## src/rtl/am74ls158_arb.sv

```systemverilog
// Two-requester round-robin arbiter driving the s/g_ controls of an inverting 2:1 mux.
// Latency: request sampled at edge n is granted on the registered outputs after edge n.
// Backpressure: none; an owner keeps the mux while it requests, subject to hold-limit preemption unless locked.
module am74ls158_arb #(
    parameter int MAXHOLD = 16,
    parameter int CNTW    = 5
) (
    input  logic clk,
    input  logic rst,
    input  logic req_a,
    input  logic req_b,
    input  logic lock,
    output logic gnt_a,
    output logic gnt_b,
    output logic s,
    output logic g_,
    output logic busy
);

    typedef enum logic [1:0] {
        IDLE  = 2'd0,
        OWN_A = 2'd1,
        OWN_B = 2'd2,
        DEAD  = 2'd3
    } state_t;

    localparam logic [CNTW-1:0] CNT_MAX    = CNTW'(MAXHOLD);
    localparam logic [CNTW-1:0] CNT_LIM    = CNTW'((MAXHOLD > 0) ? MAXHOLD - 1 : 0);
    localparam logic            PREEMPT_EN = (MAXHOLD != 0);

    // Side encoding for owner/last: 0 = A, 1 = B.
    state_t          state, state_nxt;
    logic            owner, owner_nxt;
    logic            last, last_nxt;
    logic [CNTW-1:0] cnt, cnt_nxt;
    logic            s_nxt;
    logic            own_req, oth_req, hold_up;

    always_comb begin
        state_nxt = state;
        owner_nxt = owner;
        last_nxt  = last;
        cnt_nxt   = cnt;
        s_nxt     = s;
        own_req   = (state == OWN_B) ? req_b : req_a;
        oth_req   = (state == OWN_B) ? req_a : req_b;
        // A saturated counter still satisfies the limit, so releasing lock preempts at once.
        hold_up   = PREEMPT_EN && !lock && (cnt >= CNT_LIM);

        case (state)
            IDLE: begin
                if (req_a && (!req_b || last))
                    state_nxt = OWN_A;
                else if (req_b)
                    state_nxt = OWN_B;
            end
            OWN_A, OWN_B: begin
                cnt_nxt   = (cnt == CNT_MAX) ? cnt : cnt + CNTW'(1);
                owner_nxt = (state == OWN_A);
                if (!own_req)
                    state_nxt = oth_req ? DEAD : IDLE;
                else if (oth_req && hold_up)
                    state_nxt = DEAD;
            end
            DEAD: begin
                if (owner ? req_b : req_a)
                    state_nxt = owner ? OWN_B : OWN_A;
                else if (owner ? req_a : req_b)
                    state_nxt = owner ? OWN_A : OWN_B;
                else
                    state_nxt = IDLE;
            end
            default: state_nxt = IDLE;
        endcase

        if ((state_nxt == OWN_A || state_nxt == OWN_B) && state_nxt != state) begin
            cnt_nxt  = '0;
            last_nxt = (state_nxt == OWN_B);
        end

        case (state_nxt)
            OWN_A:   s_nxt = 1'b0;
            OWN_B:   s_nxt = 1'b1;
            DEAD:    s_nxt = owner_nxt;
            default: s_nxt = s;
        endcase
    end

    always_ff @(posedge clk) begin
        if (rst) begin
            state <= IDLE;
            owner <= 1'b0;
            last  <= 1'b1;
            cnt   <= '0;
            s     <= 1'b0;
            gnt_a <= 1'b0;
            gnt_b <= 1'b0;
            g_    <= 1'b1;
            busy  <= 1'b0;
        end else begin
            state <= state_nxt;
            owner <= owner_nxt;
            last  <= last_nxt;
            cnt   <= cnt_nxt;
            s     <= s_nxt;
            gnt_a <= (state_nxt == OWN_A);
            gnt_b <= (state_nxt == OWN_B);
            g_    <= !(state_nxt == OWN_A || state_nxt == OWN_B);
            busy  <= (state_nxt != IDLE);
        end
    end

endmodule

```

## config.mk

```make
export PLATFORM = sky130hd
export DESIGN_NAME = am74ls158_arb
export DESIGN_NICKNAME = d
export VERILOG_FILES = /design/src/rtl/am74ls158_arb.sv
export SDC_FILE = /design/constraint.sdc
export NUM_CORES = 1
export LEC_CHECK = 0
export BUFFER_PORTS_ARGS = -buffer_cell sky130_fd_sc_hd__buf_2
export CORE_MARGIN = 2
export CORE_UTILIZATION = 55
export CTS_CLUSTER_DIAMETER = 200
export DETAILED_ROUTE_END_ITERATION = 6
export HOLD_SLACK_MARGIN = 0.06
export PLACE_DENSITY = 0.76
export SETUP_SLACK_MARGIN = 0.15
export SLEW_MARGIN = 15
export SYNTH_ARGS = -nofsm -noshare
export SYNTH_HDL_FRONTEND = slang
export SYNTH_SLANG_ARGS = --single-unit
```

## constraint.sdc

```tcl
create_clock -name clk -period 5.1 [get_ports clk]
set_clock_uncertainty 0.1 [all_clocks]
set_input_delay 0.765 -clock clk [delete_from_list [all_inputs] [get_ports clk]]
set_output_delay 0.765 -clock clk [all_outputs]
set_load 0.02 [all_outputs]
```

==> results.md, run 1 <==
* Gates resized, CTS repair at 0
* Initial Util at between 50 and 60%
* Remaining antenna violation count after routing at 0
* Hold Vio Cnt, Final at 0
* CP Data Required Time at 5.18 ns
* Total clock sinks at 14
* Die ar. at between 0.0015 and 0.002 sq mm
* Worst reg2reg setup slack at around 1.6 ns
* CTS H-tree lvls at 1
* Finished Layout Cells at roughly 120
* Worst hold path class: register to register
* Worst skew pair latency at around 0.28 ns
* Area of the multi-input gates at ~570 sq um
* Worst slew pin tran at 0.577 ns
* Die Wd at roughly 44 microns
* Routability congestion estimate at just over 0.8
* Antenna cells at 0
* Critical path peak fanout at 7
* Slew HR at approximately three fifths
* Critical path's slowest cell: nor4b_1
* Area Overhead vs Synth at 10.1%
* Vias in the first global route at 668
* Clock slew at reported path FFs at ~0.080 ns
* First-pass GRT wire length at approximately 3000 microns
* Core area at about 0.0015 sq mm
* Status: finished, final reports clean
* Largest net degree at the start of global routing at 15
* Post-synthesis net count at approximately 110
* Final wirelength at roughly 1700 microns
* Setup CP Type: register to register
* Fillers at 126
* Final count of negative-setup-slack endpoints at 0
* Final Power at between 0.7 and 0.8 mW
* Min Tclk post-route at about 3.5 ns
* Routed len/inst at approximately 13 microns
* Vias/cell at ~5.6
* Via count at 691
* Final worst path period share at around two thirds
* Iteration-0 DRC Markers at 4
* Synthesized flop and latch total at 14
* Crit path top cell by count: ha_1
* Die Span Y at 44.4 microns
* Post-synthesis sequential area ratio at 31.3%
* Total track usage at around a fifth
* Mapped Area at between 800 and 900 sq um
* RSZ-0062 raised after global routing: no
* Port bufs at 9
* FF/Latch Area at 280 sq um
* Endpoint class of the critical path: register
* Nets at between 100 and 150
* F_max at 0.289 GHz
* Synth Warn # at 0
* Cell variety after synth at 34
* Startpoint types: register
* Critical Path Max Stage Delay at between 0.5 and 0.6 ns
* Pre-antenna DRT Iters at 3
* Crit-path cells: ha_1, and3_1, ha_1, nor2_1, a211oi_2, nor4b_1, or2_1, inv_1, ha_1, nand2_1, o31ai_4, nor2_1, a211o_1
* Top delay family on crit path: simple AND/OR/NAND/NOR gates
* Setup Total Neg Slack at 0 ns
* CTS Hold Bufs at 0
* Pwr Density at 747 mW/mm^2
* Share of layout cells above drive strength 1 at approximately 18%
* Slew Viols, Final at 0
* Placed Cells at 120
* # rows at 14
* CTS tree: yes
* I/O pins at 10
* CTS root buffer: clkbuf_4
* TritonCTS buffer count at 3
* Worst EP arrival at between 3 and 4 ns
* Max IR drop VDD at about 0.0005 V
* Synth Area per Inst at slightly above 9 sq um
* Worst path bufs/invs at 1
* Leak at 0.417 nW
* Mapped Cells at between 90 and 100
* CTS Buffer Depth at 2
* Initial antenna violation count at 0
* Residual DRC count at 0
* Total grt overflow at 0
* Hpwl dp at around 1200 microns
* Number of post-CTS setup repair buffers at 0
* Max Cap Viol at 0
-- synthesized netlist by cell type --
cell / n / share of area (%)
inv_1: 9 / 3.8
xor2_1: 2 / 2.0
dfxtp_1: 14 / 31
and3_1: 1 / 0.70
o211ai_1: 1 / 0.84
or3_1: 2 / 1.4
a21boi_1: 1 / 0.84
nor4b_1: 1 / 0.98
nand2_1: 8 / 3.4
a21bo_2: 1 / 1.1
a211o_1: 3 / 2.9
o21ai_0: 1 / 0.56
clkbuf_1: 3 / 1.3
a211oi_2: 1 / 1.4
nor2b_1: 4 / 2.8
nor2_1: 6 / 2.5
nand3b_1: 2 / 1.7
o211ai_4: 1 / 2.4
o221ai_1: 1 / 0.98
mux2_2: 1 / 1.3
mux2i_2: 1 / 1.5
a31oi_1: 1 / 0.70
or2_1: 1 / 0.70
mux2i_1: 2 / 2.2
a2111o_1: 1 / 1.3
xnor2_1: 1 / 0.98
o21a_1: 1 / 0.84
nor4_1: 5 / 3.5
ha_1: 11 / 15
o31ai_4: 1 / 2.4
nand2b_1: 2 / 1.4
a21oi_1: 5 / 2.8
o31a_1: 1 / 0.98
nand4_1: 2 / 1.4
-- cells in the final DEF, fill, tap and decap left out, types with 2 or more instances in the layout --
master	count
a211o_1	3
a21oi_1	5
buf_2	9
clkbuf_4	3
dfxtp_1	14
ha_1	11
inv_1	9
mux2i_1	2
nand2_1	8
nand2b_1	2
nand3b_1	2
nand4_1	2
nor2_1	6
nor2b_1	4
nor4_1	5
or3_1	2
xor2_1	2
-- sequential cells by signal (all words and copies together) (netlist names) --
signal / count
g_: 1
gnt_b: 1
owner: 1
last: 1
gnt_a: 1
s: 1
state: 2
cnt: 5
busy: 1
-- tightest hold or removal path, stage by stage (launching register included) --
cell and delay (ns):
dfxtp_1 0.32, nand2_1 0.05, a21oi_1 0.05
-- metrics by stage --
step           util [%]  hold WS, ns  setup slack, ns  area (sq um)
2_1_floorplan         -        0.360             1.90           896
3_3_place_gp       62.3        0.341             1.67           950
3_5_place_dp       62.3        0.354             1.58           950
4_1_cts            64.7        0.369             1.61           986
5_1_grt            64.7        0.393             1.26           986
6_report           64.7        0.360             1.64           986
-- final timing paths --
kind / startpoint / end / cells after the start
setup / recovery: cnt[0] / last / 13
hold / removal: s / s / 2
setup reg to reg: cnt[0] / last / 13
hold reg to reg: s / s / 2
-- report_power, final --
part / internal, mW / switching (mW)
registers: 0.144 / 0.0258
logic: 0.195 / 0.293
clock network: 0.0434 / 0.0354
total: 0.383 / 0.354
-- logic make-up after synthesis --
| group | synth area share (%) |
|---|---|
| xor gates and xnor gates | 2.93 |
| AOI/OAI and AO/OA | 20.0 |
| buffers and inverters | 5.03 |
| adders and majority gates | 15.4 |
| DFF | 31.3 |
| muxes | 5.03 |
| and+or+nand+nor | 20.4 |
-- layout make-up --
cell class                      count  area share [%]
Timing Repair Buffer                9            4.57
Tap cell                           16            2.03
Sequential cell                    14            28.4
Inverter                            9            3.43
Clock buffer                        4            3.68
Multi-Input combinational cell     72            57.9
-- metal layers --
| metal | part of all wire (%) | up-vias | track usage, % | routed length (microns) |
|---|---|---|---|---|
| li1 | - | 365 | - | - |
| met1 | 51 | 316 | 28.5 | 837 |
| met2 | 46 | 8 | 32.9 | 753 |
| met3 | 3.0 | 2 | 3.67 | 49 |
| met4 | 0.73 | 0 | 5.45 | 12 |
| met5 | 0 | - | 0 | 0 |
No activity file was read; power rests on OpenSTA's default activity.
==> inputs of run 2 (changes only) <==
--- a/config.mk
+++ b/config.mk
@@ -5,13 +5,14 @@
 export SDC_FILE = /design/constraint.sdc
 export NUM_CORES = 1
 export LEC_CHECK = 0
+export ABC_AREA = 1
 export BUFFER_PORTS_ARGS = -buffer_cell sky130_fd_sc_hd__buf_2
 export CORE_MARGIN = 2
-export CORE_UTILIZATION = 55
+export CORE_UTILIZATION = 50
 export CTS_CLUSTER_DIAMETER = 200
 export DETAILED_ROUTE_END_ITERATION = 6
 export HOLD_SLACK_MARGIN = 0.06
-export PLACE_DENSITY = 0.76
+export PLACE_DENSITY = 0.73
 export SETUP_SLACK_MARGIN = 0.15
 export SLEW_MARGIN = 15
 export SYNTH_ARGS = -nofsm -noshare
==> constraint.sdc (replaced) <==
create_clock -name clk -period 2.85 [get_ports clk]
set_clock_uncertainty 0.1 [all_clocks]
set_input_delay 0.4275 -clock clk [delete_from_list [all_inputs] [get_ports clk]]
set_output_delay 0.4275 -clock clk [all_outputs]
set_load 0.02 [all_outputs]
==> run 2 against run 1 <==
Net effect: synthesized cell count increased by 18%; combinational power increased by 67%; fmax increased by 53%; clock-buffer cell count unchanged.
==> results.md, run 2 <==
* Status: finished, final reports clean
* Hold path start: rst
* Asr flop ratio synth at 0% (unchanged)
* Placed Cells at 141 (+18%)
* Post-layout worst setup margin at 0.595 ns (-1.05 ns)
* Vias/cell at 5.09 (-8.7%)
* Worst hold path class: input pin to register
* Critical path peak fanout at 5 (-2)
* Post-synthesis sequential area ratio at 31.9% (+0.62 points)
* Largest area contributor in the netlist: dfxtp_1
* Synth cell count leaders: 18 x inv_1, 16 x nor2_1, 14 x dfxtp_1, 13 x nand2_1, 11 x ha_1
* Gates resized, CTS repair at 0 (unchanged)
* Post-synthesis net count at 132 (+16%)
* Crit. Startpoint: state[0]
* CTS root buffer: clkbuf_4
* Largest family of logic cells by synthesized area: simple AND/OR/NAND/NOR gates
* CTS Hold Bufs at 0 (unchanged)
* Crit-path cells: inv_1, ha_1, nand2_1, o21ai_1, nor2_1, nand2_1, nand2_1, nand2_2, nand2_4, inv_1, ha_1, nand2_4, nand2_1, nand3_1
* Startpoint types: register
* Worst skew pair latency at 0.28 ns (about the same)
* Die Span Y at 45.9 microns (+3.5%)
* Highest-count cells in the layout ignoring fill and taps: 18 x inv_1, 16 x nor2_1, 14 x dfxtp_1
* Number of synthesized flops with an enable pin at 0 (unchanged)
* Total grt overflow at 0 (unchanged)
* Total track usage at 18.4% (-2.1 points)
* Max Cap Viol at 0 (unchanged)
* Top Registers: cnt: 5 flops, state: 2 flops
* RR Startpoint: state[0]
* Worst slew pin tran at 0.498 ns (-0.0781 ns)
* Largest net degree at the start of global routing at 9 (-6)
* Cell variety after synth at 22 (-35%)
* CTS Buffer Depth at 2 (unchanged)
* CP Data Required Time at 2.91 ns (-2.27 ns)
* Mapped Cells at 116 (+18%)
* Critical path's slowest cell: dfxtp_1
* Xor/xnor share of the synthesized area at 2.99% (+0.058 points)
* Via count at 738 (+6.8%)
* Remaining antenna violation count after routing at 0 (unchanged)
* Total clock sinks at 14 (unchanged)
* Count leader, synth: inv_1
* Pwr Density at 1290 mW/mm^2 (+73%)
* TritonCTS buffer count at 3 (unchanged)
* Leak at 0.464 nW (+11%)
* Setup CP Type: register to register
* I/O pins at 10 (unchanged)
* Final count of negative-setup-slack endpoints at 0 (unchanged)
* Die Wd at 45.9 microns (+3.5%)
* Endpoint class of the critical path: register
* Hpwl dp at 1260 microns (+1.7%)
* Initial antenna violation count at 0 (unchanged)
* Residual DRC count at 0 (unchanged)
* FF/Latch Area at 280 sq um (unchanged)
* Area share of and/or/nand/nor cells after synthesis at 31.1% (+11 points)
* F_max at 0.443 GHz (+53%)
* # rows at 15 (+1)
* Mapped Area at 878 sq um (-2.0%)
* Core area at 0.00169 sq mm (+11%)
* Crit path top cell by count: nand2_1
* Area Overhead vs Synth at 11.3%
* Worst path bufs/invs at 2 (+1)
* First-pass GRT wire length at 2730 microns (-8.3%)
* Final worst path period share at 79.1% (+11 points)
* Number of post-CTS setup repair buffers at 0 (unchanged)
* Top_reg_cell synth: dfxtp_1
* Synth top area share at 31.9% (+0.62 points)
* Slew Viols, Final at 0 (unchanged)
* RSZ-0062 raised after global routing: no
* Routed len/inst at 11.7 microns (-12%)
* Finished Layout Cells at 145 (+17%)
* Mux share of post-synthesis cell area at 0% (-5.0 points)
* Setup Total Neg Slack at 0 ns (unchanged)
* Die ar. at 0.00211 sq mm (+7.1%)
* Routability congestion estimate at 0.822 (+0.13%)
* Synth Area in Adders at 15.7% (+0.31 points)
* Slew HR at 66.6% (+5.6 points)
* Area contributors post-synth: dfxtp_1 32%, ha_1 16%, inv_1 7.7%
* Fillers at 169 (+34%)
* Initial Util at 52.0% (-6.8 points)
* Synth Warn # at 0 (unchanged)
* Area of the multi-input gates at 523 sq um (-8.3%)
* Synthesized flop and latch total at 14 (unchanged)
* Largest reg by FF count: cnt
* Max FFs per register at 5 (unchanged)
* Critical Path Max Stage Delay at 0.43 ns (-0.12 ns)
* Worst EP arrival at 2.31 ns (-1.22 ns)
* Iteration-0 DRC Markers at 12 (+8)
* Share of layout cells above drive strength 1 at 25.0% (+7.4 points)
* Top delay family on crit path: simple AND/OR/NAND/NOR gates
* Clock slew at reported path FFs at 0.08 ns (about the same)
* Antenna cells at 0 (unchanged)
* Nets at 145 (+16%)
* Pre-CTS setup slack at 0.620 ns (-0.958 ns)
* CTS H-tree lvls at 1 (unchanged)
* Compound-gate portion of the synthesized area at 9.83% (-10 points)
* Synth Area per Inst at 7.57 sq um (-17%)
* Pre-antenna DRT Iters at 4 (+1)
* Max IR drop VDD at 0.000839 V (+71%)
* Port bufs at 9 (unchanged)
* Final wirelength at 1690 microns (+2.4%)
* Vias in the first global route at 673 (+0.75%)
* Commonest non-fill, non-tap cell in the layout: inv_1
* Final core area utilization at 57.9% (-6.8 points)
* CTS tree: yes
* Hold Vio Cnt, Final at 0 (unchanged)
* Min Tclk post-route at 2.26 ns (-1.20 ns)
run 2: cell count changes after synthesis, sizes merged, moves of 3 or more:
| cell | previous run | this run |
|---|---|---|
| nand2 | 8 | 25 |
| mux2i | 3 | 0 |
| nand3 | 0 | 5 |
| nor2b | 4 | 0 |
| a211o | 3 | 0 |
| nor2 | 6 | 21 |
| nor4 | 5 | 0 |
| inv | 9 | 19 |
| o21ai | 1 | 6 |
run 2: kinds of logic (layout without fill, tap and decap cells):
group | count (synthesis) | in the layout
simple gates | 53 | 53
buf+inv | 20 | 32
compound gates | 15 | 15
flops | 14 | 14
fa+ha+maj | 11 | 11
xor+xnor | 3 | 3
run 2: cell type report:
cell class                      instances  area share (%)
Sequential cell                        14            28.7
Inverter                               19            7.30
Multi-Input combinational cell         82            53.5
Clock buffer                            4            3.71
Tap cell                               17            2.18
Timing Repair Buffer                    9            4.61
run 2: final timing paths:
check                           endpoint  slack [ns]  cells after the start
worst max register to register      last        0.59                     14
worst max-delay path                last        0.59                     14
worst min-delay path               gnt_a        0.30                      2
worst min register to register         s        0.40                      2
run 2: stage by stage:
step                instance area (sq um)  power, mW  hold WS, ns
floorplan                             878      0.955        0.329
global placement                      941       1.08        0.369
detailed placement                    941       1.12        0.372
CTS                                   977       1.27        0.295
global route                          977       1.37        0.302
finish                                977       1.26        0.299
run 2: where the power goes:
| group | internal (mW) | total (mW) | switching [mW] |
|---|---|---|---|
| clock | 0.0778 | 0.141 | 0.0637 |
| sequential | 0.260 | 0.306 | 0.0464 |
| combinational | 0.288 | 0.814 | 0.525 |
| total | 0.626 | 1.26 | 0.635 |
run 2: metal layers:
layer / vias to the layer above / share of wire, % / GRT usage (%)
met1: 331 / 46 / 23.2
li1: 385 / - / -
met3: 5 / 2.2 / 2.38
met4: 0 / 1.8 / 8.57
met5: - / 0 / 0
met2: 17 / 49 / 30.6
==> inputs of run 3 (changes only) <==
==> constraint.sdc (replaced) <==
create_clock -name clk -period 2 [get_ports clk]
set_clock_uncertainty 0.1 [all_clocks]
set_input_delay 0.3 -clock clk [delete_from_list [all_inputs] [get_ports clk]]
set_output_delay 0.3 -clock clk [all_outputs]
set_load 0.02 [all_outputs]
==> run 3 against run 2 <==
Net effect: the run now ends with setup timing left; sequential cell count unchanged; critical path type unchanged; power increased by 79%; critical path depth is 2 higher; first-iteration DRC count rose by 83%; via count is 6.5% higher; register-to-register slack worse by 0.62 ns; highest routed layer unchanged; sequential share of layout area fell by 4.1 points; cell area grew 19%; combinational power grew 99%; global-route usage is essentially flat.
==> results.md, run 3 (same netlist as run 2, synthesis figures left out) <==
* RSZ-0062 raised after global routing: yes
* Min Tclk post-route at 2.02 ns (-0.234 ns)
* Nets at 158 (+9.0%)
* Dpl cell area at 0.00103 sq mm (+9.3%)
* Hold Vio Cnt, Final at 0 (unchanged)
* F_max at 0.495 GHz (+12%)
* Final Power at 2.25 mW (+79%)
* Crit-path cells: ha_4, inv_2, nor2_2, ha_2, nor2_1, o21ai_1, nand2_1, nand2_1, nand2_1, nand2_2, nand2_4, inv_4, ha_4, nand2_4, nand2_8, nor2_4
* # rows at 15 (unchanged)
* Initial antenna violation count at 0 (unchanged)
* Slew Viols, Final at 0 (unchanged)
* TritonCTS buffer count at 3 (unchanged)
* Total clock sinks at 14 (unchanged)
* CTS H-tree lvls at 1 (unchanged)
* CTS root buffer: clkbuf_4
* Pre-antenna DRT Iters at 4 (unchanged)
* First-pass GRT wire length at 2810 microns (+3.0%)
* Max IR drop VDD at 0.00150 V (+78%)
* Combinational share of power at 71.8% (+7.3 points)
* Die Span Y at 45.9 microns (unchanged)
* Total grt overflow at 0 (unchanged)
* Initial Util at 52.0% (unchanged)
* Net Sw Frac at 47.3% (-3.1 points)
* Die Wd at 45.9 microns (unchanged)
* Total track usage at 18.4% (-0.030 points)
* Failing checks: setup timing
* CTS Buffer Depth at 2 (unchanged)
* Placed Cells at 149 (+5.7%)
* Worst slew pin tran at 0.326 ns (-0.172 ns)
* Port bufs at 9 (unchanged)
* Clock slew at reported path FFs at 0.09 ns (about the same)
* Routed len/inst at 10.9 microns (-6.8%)
* Seq pwr share at 19.3% (-5.0 points)
* Largest reg by FF count: cnt
* Highest-count cells in the layout ignoring fill and taps: 15 x nor2_1, 14 x inv_1, 12 x nand2_1, 12 x buf_4, 10 x dfxtp_1
* I/O pins at 10 (unchanged)
* CTS tree: yes
* Worst hold path class: input pin to register
* Setup CP Type: register to register
* Vias in the first global route at 696 (+3.4%)
* Slew HR at 78.2% (+12 points)
* Leak at 0.528 nW (+14%)
* Top Registers: cnt: 5 flops, state: 2 flops
* Worst path bufs/invs at 2 (unchanged)
* Final worst path period share at 101% (+22 points)
* Critical path peak fanout at 5 (unchanged)
* Commonest non-fill, non-tap cell in the layout: nor2_1
* Final count of negative-setup-slack endpoints at 6 (+6)
* Iteration-0 DRC Markers at 22 (+10)
* Worst reg2reg setup slack at -0.02 ns (-0.62 ns)
* Startpoint types: register
* Pre-CTS setup slack at -0.0462 ns (-0.666 ns)
* Status: finished with violations
* Pwr Density at 1940 mW/mm^2 (+51%)
* Critical path's slowest cell: dfxtp_2
* Worst skew pair latency at 0.28 ns (about the same)
* Net Sw Power at 1.07 mW (+68%)
* Vias/cell at 4.97 (-2.3%)
* CP Data Required Time at 2.07 ns (-0.84 ns)
* Antenna cells at 0 (unchanged)
* Clock Power Share at 8.9% (-2.3 points)
* Max FFs per register at 5 (unchanged)
* Die ar. at 0.00211 sq mm (unchanged)
* Share of layout cells above drive strength 1 at 44.0% (+19 points)
* Residual DRC count at 0 (unchanged)
* Core area at 0.00169 sq mm (unchanged)
* Post-layout worst setup margin at -0.0210 ns (-0.616 ns)
* Top delay family on crit path: simple AND/OR/NAND/NOR gates
* Finished Layout Cells at 158 (+9.0%)
* Final wirelength at 1720 microns (+1.6%)
* Via count at 786 (+6.5%)
* Area Overhead vs Synth at 32.1%
* Largest net degree at the start of global routing at 9 (unchanged)
* Cell area after layout at 0.00116 sq mm (+19%)
* Crit path top cell by count: nand2_1
* Hold Worst Slack at 0.188 ns (-0.112 ns)
* Fillers at 140 (-17%)
* Remaining antenna violation count after routing at 0 (unchanged)
* Hpwl dp at 1270 microns (+0.66%)
* Worst EP arrival at 2.09 ns (-0.22 ns)
* Critical Path Max Stage Delay at 0.34 ns (-0.09 ns)
* Routability congestion estimate at 0.849 (+3.3%)
* Max Cap Viol at 0 (unchanged)
* Int Pwr at 1.19 mW (+90%)
* Endpoint class of the critical path: register
-- run 3: cell count changes in the layout (fill, tap and decap cells not counted), sizes merged --
| cell | before | now |
|---|---|---|
| buf | 9 | 22 |
-- run 3: per-stage QoR --
stage | utilization, % | TNS [ns]
global placement | 60.9 | 0
detailed placement | 60.9 | -0.282
floorplan | - | 0
CTS | 65.1 | -0.0731
finish | 68.7 | -0.0729
global route | 68.7 | -1.04
-- run 3: power groups by stage --
stage	combinational [mW]	clock [mW]	sequential, mW
floorplan	0.963	0	0.485
global placement	1.31	0	0.432
detailed placement	1.36	0	0.434
CTS	1.41	0.202	0.433
global route	1.78	0.224	0.446
finish	1.62	0.200	0.434
-- run 3: metal layers --
layer	part of all wire, %	global-route usage (%)	vias up
met5	0	0	-
met4	0.81	6.86	0
met3	3.8	2.38	2
met2	49	30.3	18
met1	47	24.1	352
li1	-	-	414
-- run 3: what timing repair did --
| item | 4_1_cts | 5_1_grt |
|---|---|---|
| endpoints found under the setup margin | 8 | 11 |
| hold buffers | 0 | 0 |
| gates resized for setup | 4 | 9 |
| pin swaps | 6 | 7 |
| setup buffers | 2 | 3 |
-- run 3: final timing paths --
kind / from / to / cells after the start
worst max-delay path: cnt[1] / cnt[0] / 16
worst min-delay path: rst / gnt_a / 2
worst max register to register: cnt[1] / cnt[0] / 16
worst min register to register: last / last / 2
-- run 3: area by class of cell --
class	instances	area, sq um	share of cell area (%)
Clock buffer	4	36.3	3.13
Inverter	19	76.3	6.58
Multi-Input combinational cell	82	594	51.2
Sequential cell	14	285	24.6
Tap cell	17	21.3	1.83
Timing Repair Buffer	22	146	12.6
